===== config.mk =====
export PLATFORM = sky130hd
export DESIGN_NAME = ctrl_fsm
export DESIGN_NICKNAME = d
export VERILOG_FILES = /design/src/rtl/ctrl_fsm.sv
export SDC_FILE = /design/constraint.sdc
export NUM_CORES = 1
export LEC_CHECK = 0
export ABC_AREA = 1
export CAP_MARGIN = 20
export CORE_MARGIN = 5
export CORE_UTILIZATION = 55
export DETAILED_ROUTE_END_ITERATION = 6
export GPL_ROUTABILITY_DRIVEN = 0
export PLACE_DENSITY = 0.92
export SLEW_MARGIN = 15
export SYNTH_ARGS = -nofsm -noshare
export SYNTH_HDL_FRONTEND = slang
export SYNTH_SLANG_ARGS = --single-unit

===== constraint.sdc =====
create_clock -name CLK -period 2.2 [get_ports CLK]
set_input_delay 0.33 -clock CLK [delete_from_list [all_inputs] [get_ports CLK]]
set_output_delay 0.33 -clock CLK [all_outputs]
set_load 0.005 [all_outputs]

===== src/rtl/ctrl_fsm.sv =====
// rtl/ctrl_fsm.sv - multi-cycle fetch/decode/sequence control for the 16-bit accumulator datapath
module ctrl_fsm #(
    parameter int unsigned TIMEOUT = 255
) (
    input  logic       CLK,
    input  logic       Reset,
    input  logic [3:0] Opcode,
    input  logic       Zero,
    input  logic       MemReady,
    output logic [1:0] SrcA,
    output logic [2:0] SrcB,
    output logic [2:0] ALUOP,
    output logic [1:0] AddrSel,
    output logic       MemRead,
    output logic       MemWrite,
    output logic       IRWrite,
    output logic       MDRWrite,
    output logic       PCWrite,
    output logic       PCSrc,
    output logic       SPWrite,
    output logic       AccWrite,
    output logic       AccSrc,
    output logic       Halted,
    output logic       Trap
);

    typedef enum logic [3:0] {
        S_FETCH,
        S_DECODE,
        S_MEMRD,
        S_EXALU,
        S_WBALU,
        S_WBMEM,
        S_MEMWR,
        S_BRANCH,
        S_JUMP,
        S_SPDEC,
        S_HALT,
        S_TRAP
    } state_t;

    typedef struct packed {
        logic [1:0] srca;
        logic [2:0] srcb;
        logic [2:0] aluop;
        logic [1:0] addrsel;
        logic       memread;
        logic       memwrite;
        logic       irwrite;
        logic       mdrwrite;
        logic       pcwrite;
        logic       pcsrc;
        logic       spwrite;
        logic       accwrite;
        logic       accsrc;
        logic       halted;
        logic       trap;
    } ctl_t;

    localparam logic [1:0] SRCA_PC   = 2'd0;
    localparam logic [1:0] SRCA_ACC  = 2'd1;
    localparam logic [1:0] SRCA_SP   = 2'd2;
    localparam logic [2:0] SRCB_TWO  = 3'd0;
    localparam logic [2:0] SRCB_SE   = 3'd1;
    localparam logic [2:0] SRCB_MDR  = 3'd2;
    localparam logic [2:0] SRCB_ZE   = 3'd3;
    localparam logic [2:0] SRCB_SL1  = 3'd4;
    localparam logic [2:0] ALU_ADD   = 3'd0;
    localparam logic [2:0] ALU_SUB   = 3'd1;
    localparam logic [2:0] ALU_PASSA = 3'd5;
    localparam logic [2:0] ALU_PASSB = 3'd6;
    localparam logic [1:0] ADDR_PC   = 2'd0;
    localparam logic [1:0] ADDR_ZE   = 2'd1;
    localparam logic [1:0] ADDR_SP   = 2'd2;
    localparam logic [1:0] ADDR_ALU  = 2'd3;

    localparam logic [3:0] OP_LDA  = 4'h4;
    localparam logic [3:0] OP_STA  = 4'h5;
    localparam logic [3:0] OP_ADDI = 4'h6;
    localparam logic [3:0] OP_BEQZ = 4'h7;
    localparam logic [3:0] OP_JMP  = 4'h8;
    localparam logic [3:0] OP_PUSH = 4'h9;
    localparam logic [3:0] OP_POP  = 4'hA;
    localparam logic [3:0] OP_HALT = 4'hF;

    localparam logic [15:0] LAST_WAIT = 16'(TIMEOUT - 1);

    state_t      state;
    state_t      state_nx;
    logic [15:0] wait_cnt;
    logic [15:0] wait_cnt_nx;
    logic        mem_state;
    logic        wait_expired;
    logic        alu_mem_op;
    ctl_t        ctl;
    ctl_t        ctl_out;

    assign mem_state    = (state == S_FETCH) || (state == S_MEMRD) || (state == S_MEMWR);
    assign wait_expired = mem_state && !MemReady && (wait_cnt == LAST_WAIT);
    assign alu_mem_op   = (Opcode[3:2] == 2'b00);

    always_ff @(posedge CLK or negedge Reset) begin
        if (!Reset) begin
            state    <= S_FETCH;
            wait_cnt <= '0;
        end else begin
            state    <= state_nx;
            wait_cnt <= wait_cnt_nx;
        end
    end

    always_comb begin
        state_nx = state;
        unique case (state)
            S_FETCH:  if (MemReady) state_nx = S_DECODE;
            S_DECODE: begin
                unique case (Opcode)
                    4'h0, 4'h1, 4'h2, 4'h3,
                    OP_LDA, OP_POP: state_nx = S_MEMRD;
                    OP_STA:         state_nx = S_MEMWR;
                    OP_ADDI:        state_nx = S_EXALU;
                    OP_BEQZ:        state_nx = S_BRANCH;
                    OP_JMP:         state_nx = S_JUMP;
                    OP_PUSH:        state_nx = S_SPDEC;
                    OP_HALT:        state_nx = S_HALT;
                    default:        state_nx = S_TRAP;
                endcase
            end
            S_MEMRD:  if (MemReady) state_nx = alu_mem_op ? S_EXALU : S_WBMEM;
            S_EXALU:  state_nx = S_WBALU;
            S_WBALU:  state_nx = S_FETCH;
            S_WBMEM:  state_nx = S_FETCH;
            S_MEMWR:  if (MemReady) state_nx = S_FETCH;
            S_BRANCH: state_nx = S_FETCH;
            S_JUMP:   state_nx = S_FETCH;
            S_SPDEC:  state_nx = S_MEMWR;
            S_HALT:   state_nx = S_HALT;
            S_TRAP:   state_nx = S_TRAP;
            default:  state_nx = S_TRAP;
        endcase
        if (wait_expired) begin
            state_nx = S_TRAP;
        end
    end

    // Counter only runs while a memory state is being stretched; any state change restarts it.
    always_comb begin
        wait_cnt_nx = '0;
        if (mem_state && !MemReady && (state_nx == state)) begin
            wait_cnt_nx = 16'(wait_cnt + 16'd1);
        end
    end

    always_comb begin
        ctl = '0;
        unique case (state)
            S_FETCH: begin
                ctl.addrsel = ADDR_PC;
                ctl.memread = 1'b1;
                ctl.srca    = SRCA_PC;
                ctl.srcb    = SRCB_TWO;
                ctl.aluop   = ALU_ADD;
                ctl.irwrite = MemReady;
                ctl.pcwrite = MemReady;
                ctl.pcsrc   = 1'b0;
            end
            S_DECODE: begin
                ctl.srca  = SRCA_PC;
                ctl.srcb  = SRCB_SL1;
                ctl.aluop = ALU_ADD;
            end
            S_MEMRD: begin
                ctl.memread  = 1'b1;
                ctl.mdrwrite = 1'b1;
                ctl.addrsel  = (Opcode == OP_POP) ? ADDR_SP : ADDR_ZE;
            end
            S_EXALU: begin
                ctl.srca = SRCA_ACC;
                if (alu_mem_op) begin
                    ctl.srcb  = SRCB_MDR;
                    ctl.aluop = {1'b0, Opcode[1:0]};
                end else if (Opcode == OP_ADDI) begin
                    ctl.srcb  = SRCB_SE;
                    ctl.aluop = ALU_ADD;
                end
            end
            S_WBALU: begin
                ctl.accwrite = 1'b1;
                ctl.accsrc   = 1'b1;
            end
            S_WBMEM: begin
                ctl.accwrite = 1'b1;
                ctl.accsrc   = 1'b0;
                if (Opcode == OP_POP) begin
                    ctl.srca    = SRCA_SP;
                    ctl.srcb    = SRCB_TWO;
                    ctl.aluop   = ALU_ADD;
                    ctl.spwrite = 1'b1;
                end
            end
            S_MEMWR: begin
                ctl.memwrite = 1'b1;
                ctl.addrsel  = (Opcode == OP_PUSH) ? ADDR_ALU : ADDR_ZE;
            end
            S_BRANCH: begin
                ctl.srca    = SRCA_ACC;
                ctl.aluop   = ALU_PASSA;
                ctl.pcwrite = Zero;
                ctl.pcsrc   = 1'b1;
            end
            S_JUMP: begin
                ctl.srcb    = SRCB_ZE;
                ctl.aluop   = ALU_PASSB;
                ctl.pcwrite = 1'b1;
                ctl.pcsrc   = 1'b0;
            end
            S_SPDEC: begin
                ctl.srca    = SRCA_SP;
                ctl.srcb    = SRCB_TWO;
                ctl.aluop   = ALU_SUB;
                ctl.spwrite = 1'b1;
            end
            S_HALT:  ctl.halted = 1'b1;
            S_TRAP:  ctl.trap   = 1'b1;
            default: ctl.trap   = 1'b1;
        endcase
    end

    // Everything is forced quiet while reset is held, including the FETCH read request.
    assign ctl_out = Reset ? ctl : '0;

    assign SrcA     = ctl_out.srca;
    assign SrcB     = ctl_out.srcb;
    assign ALUOP    = ctl_out.aluop;
    assign AddrSel  = ctl_out.addrsel;
    assign MemRead  = ctl_out.memread;
    assign MemWrite = ctl_out.memwrite;
    assign IRWrite  = ctl_out.irwrite;
    assign MDRWrite = ctl_out.mdrwrite;
    assign PCWrite  = ctl_out.pcwrite;
    assign PCSrc    = ctl_out.pcsrc;
    assign SPWrite  = ctl_out.spwrite;
    assign AccWrite = ctl_out.accwrite;
    assign AccSrc   = ctl_out.accsrc;
    assign Halted   = ctl_out.halted;
    assign Trap     = ctl_out.trap;

endmodule

==> results.txt <==
The worst-case setup slack after placement is -0.1210 ns. In the layout the commonest cells are 38 x sky130_fd_sc_hd__buf_4, 33 x sky130_fd_sc_hd__nor2_1, 31 x sky130_fd_sc_hd__nand2_1, 19 x sky130_fd_sc_hd__dfrtp_1, 16 x sky130_fd_sc_hd__nor2_2. The peak fanout along the critical path came out at 3. In this run the critical register-to-register path is captured at wait_cnt[15]. The number of diodes came out at 0.

The clock latency reported for the late side of the worst-skew pair is 0.31 ns. Measured in cells, the most critical reg-to-reg path has a length of 10. The synthesis warning total is 0. Relative to the synthesized area, the layout overhead comes to 49.79%. The sequential area share after synthesis came out at 33.81%. The area of all placed cells without fillers came out at 2217 sq um. The count of nets left with antenna violations after detail routing came out at 0. The maximum number of buffers from clock root to sink is 2. The final reports fail on negative setup slack. The slack of the worst reg-to-reg path came out at 0.31 ns. Timing would allow up to 425.2 MHz.

The internal power summed over all cells came out at 0.001107 W. STA puts the critical path data arrival time at 2.02 ns. In this run, the number of DRC markers left after iteration 0 of detailed routing was 368. The overall via count from detail_route is 2,045. For this block, the routed nets add up to 6589 microns of wire.

The master cell of the clock root buffer is sky130_fd_sc_hd__clkbuf_4. The number of standard cells after synthesis is 210. The share of power burned in combinational logic is 61.3%. In this run the critical register-to-register path is launched from state[3]. Once detailed placement completed, the half-perimeter wirelength came to 3093 microns.

The number of buffers added by the clock tree synthesis step came out at 3. In this run the worst hold path is classified as in -> async. Leaving out fill and tap cells, the most frequent cell in the layout is sky130_fd_sc_hd__buf_4. The worst clock skew on the final layout is 0.002893 ns. The global-route wire length before repair is 8776 microns. The initial standard-cell utilization of the core came out at 58.68%. The final worst slack is -0.1517 ns.

The cell area that synthesis handed to floorplanning was 1480 sq um. TritonCTS built the clock tree. The pin count of the biggest net entering global routing is 21. The number of remaining DRC errors is 0. In this run the core area contains 18 standard-cell rows. After detailed routing, the average wire length per cell comes to 21.46 microns. The total count of hold-check failures in the final report is 0.

The worst setup path is captured at a primary output. The signal on the critical path passes through nor2_2 > inv_2 > nor2_2 > inv_1 > nor2_2 > nand2_2 > nor2_1 > dlygate4sd2_1. After layout, the worst path uses 106.9% of the clock period. Setup violations remaining at the end of the flow were counted as 2. The longest individual stage delay on the worst path is 0.44 ns. The critical path required time is 1.87 ns. The TritonCTS sink count is 20. At the pin with the least slew margin, the transition time is 0.5603 ns. The launching element type of the critical path is a flop. The share of post-route cells with drive strength above 1 came out at 35.02%.

The clock group share of total power is 15.2%. The switching power as a share of total power is 44.58%. The run finished, with violations left.

The first-pass detailed-route iteration total came out at 5. The kind of cell with the highest combined delay along the critical path is simple AND/OR/NAND/NOR gates. The total number of H-tree levels came out at 1. The placeable core region came out at 2522 sq um. The total buffers and inverters traversed by the critical path came out at 3. The quantity of I/O buffers inserted on ports came out at 28. The number of antenna violations at the first check in global routing is 0. The count of max-cap constraint violations came out at 0. The leakage power is 1.147 nW. The register share of total power came out at 23.5%. The flop and latch count out of synthesis came out at 20. The number of max-slew violations in the final report is 0.

The net count after synthesis is 220. The post-placement cell count came out at 283. The clock-pin slew on the worst setup and hold paths is 0.11 ns. The overall die height came out at 61.88 microns. For this run, the post-layout net count is 288. The number of different library cells used by synthesis comes to 31. Among the stages of the critical path, the cell type that occurs most often is sky130_fd_sc_hd__nor2_2. The total overflow left after global routing is 0. The shortest period the worst path allows came out at 2.352 ns.

The via-per-instance ratio is 6.661. Global routing used 31.38% of the available tracks across all layers. The top-level I/O count came out at 29. The final worst hold slack is 0.2286 ns. The maximum ir drop on the vdd rail is 0.0008261 V.

Dividing total power by cell area gives a power density of 900.6 nW/um^2. The post-place instance area came out at 1906 sq um. The finished layout holds 307 standard cells, fillers aside.

The floorplan step defined a die boundary enclosing 3829 sq um. In this run the horizontal extent of the chip is 61.88 microns. The normalized max-slew margin came out at 62.36%. The number of global-route vias before repair came out at 1,883.

The cell with the largest stage delay on the worst path is sky130_fd_sc_hd__dfrtp_1. The net switching power figure is 0.0008901 W. The mean cell area of the mapped netlist is 7.048 sq um. The setup path with the least slack is of type reg -> out.
per-stage QoR:
step	power [W]	setup TNS [ns]	utilization [%]
3_5_place_dp	0.001203	-0.6537	75.55
6_report	0.001997	-0.2654	87.90
3_3_place_gp	0.001179	-0.1685	75.55
5_1_grt	0.002074	-0.6911	87.90
4_1_cts	0.001724	0	84.03
2_1_floorplan	0.0009231	0	-
flip-flops by register name (all words and copies together) (netlist names):
| name | count |
|---|---|
| wait_cnt | 16 |
| state | 4 |
worst max-delay path by stage:
| stage | start | endpoint | slack (ns) | cells after the start |
|---|---|---|---|---|
| detailed placement | Reset | AddrSel[1] | -0.12 | 4 |
| global route | state[2] | IRWrite | -0.26 | 8 |
| finish | state[2] | IRWrite | -0.15 | 8 |
| CTS | Opcode[2] | SrcA[1] | 0.002 | 7 |
| global placement | Reset | AddrSel[1] | -0.05 | 4 |
| floorplan | state[3] | ALUOP[1] | 0.56 | 6 |
routing by layer:
metal	up-vias	part of all wire (%)	track usage (%)	wire length [microns]
met1	915	35	37.18	2306
met2	244	41	52.02	2724
met5	-	0	0	0
met3	77	15	8.884	973
met4	0	8.9	15.45	584
li1	809	-	-	-
power by group through the flow:
stage	registers [W]	logic [W]	clock network, W
final	0.000469	0.00122	0.000303
after global routing	0.000473	0.00128	0.000326
after CTS	0.000463	0.000956	0.000305
after detailed placement	0.000469	0.000734	0
after global placement	0.000467	0.000712	0
after floorplan	0.000470	0.000453	0
area by class of cell:
class / instances / area [sq um]
fill: 105 / 305.3
inverter: 25 / 95.09
timing repair buffer: 66 / 576.8
multi-input combinational: 162 / 953.4
tap: 30 / 37.54
sequential: 20 / 501.7
clock buffer: 3 / 22.52
clock inverter: 1 / 30.03
synthesized netlist by cell type, drive strengths merged:
master	instances	area share, %
a22oi	1	0.51
o22ai	1	0.42
clkinv	1	0.25
dfrtp	20	34
nor4	2	0.85
clkbuf	2	0.51
nor2	55	16
a21boi	1	0.51
inv	24	6.1
ha	2	1.7
nor3	8	3.0
nand4	7	3.0
a31oi	1	0.42
nand3	18	7.3
o41ai	1	0.59
o211ai	1	0.51
a21oi	8	2.7
buf	1	1.4
nand2	40	11
xor2	5	3.0
o21a	2	1.0
xnor2	6	3.6
o21ai	3	1.0
logic make-up (layout without fill, tap and decap cells):
group | count (synthesis) | after routing | share of synthesized area (%)
xor+xnor | 11 | 11 | 6.509
simple gates | 130 | 130 | 42.10
flops | 20 | 20 | 33.81
compound gates | 19 | 19 | 7.693
fa+ha+maj | 2 | 2 | 1.690
buf+inv | 28 | 95 | 8.200
worst reg2reg max path, stage by stage (launching register included):
cell and delay (ns):
sky130_fd_sc_hd__dfrtp_1 0.44, sky130_fd_sc_hd__buf_6 0.16, sky130_fd_sc_hd__nor2_4 0.19, sky130_fd_sc_hd__buf_4 0.17, sky130_fd_sc_hd__nand3_4 0.09, sky130_fd_sc_hd__nand2_4 0.10
sky130_fd_sc_hd__nand3_2 0.14, sky130_fd_sc_hd__nand2_2 0.13, sky130_fd_sc_hd__nand2_2 0.07, sky130_fd_sc_hd__nand2_4 0.21, sky130_fd_sc_hd__nor2_1 0.08
what timing repair did:
| item | in CTS | in global routing |
|---|---|---|
| hold buffers | 0 | 0 |
| pin swaps | 7 | 7 |
| resized for setup | 32 | 31 |
| buffers inserted | 15 | 5 |
| endpoints found under the setup margin | 14 | 13 |
No activity file was read; power rests on OpenSTA's default activity.
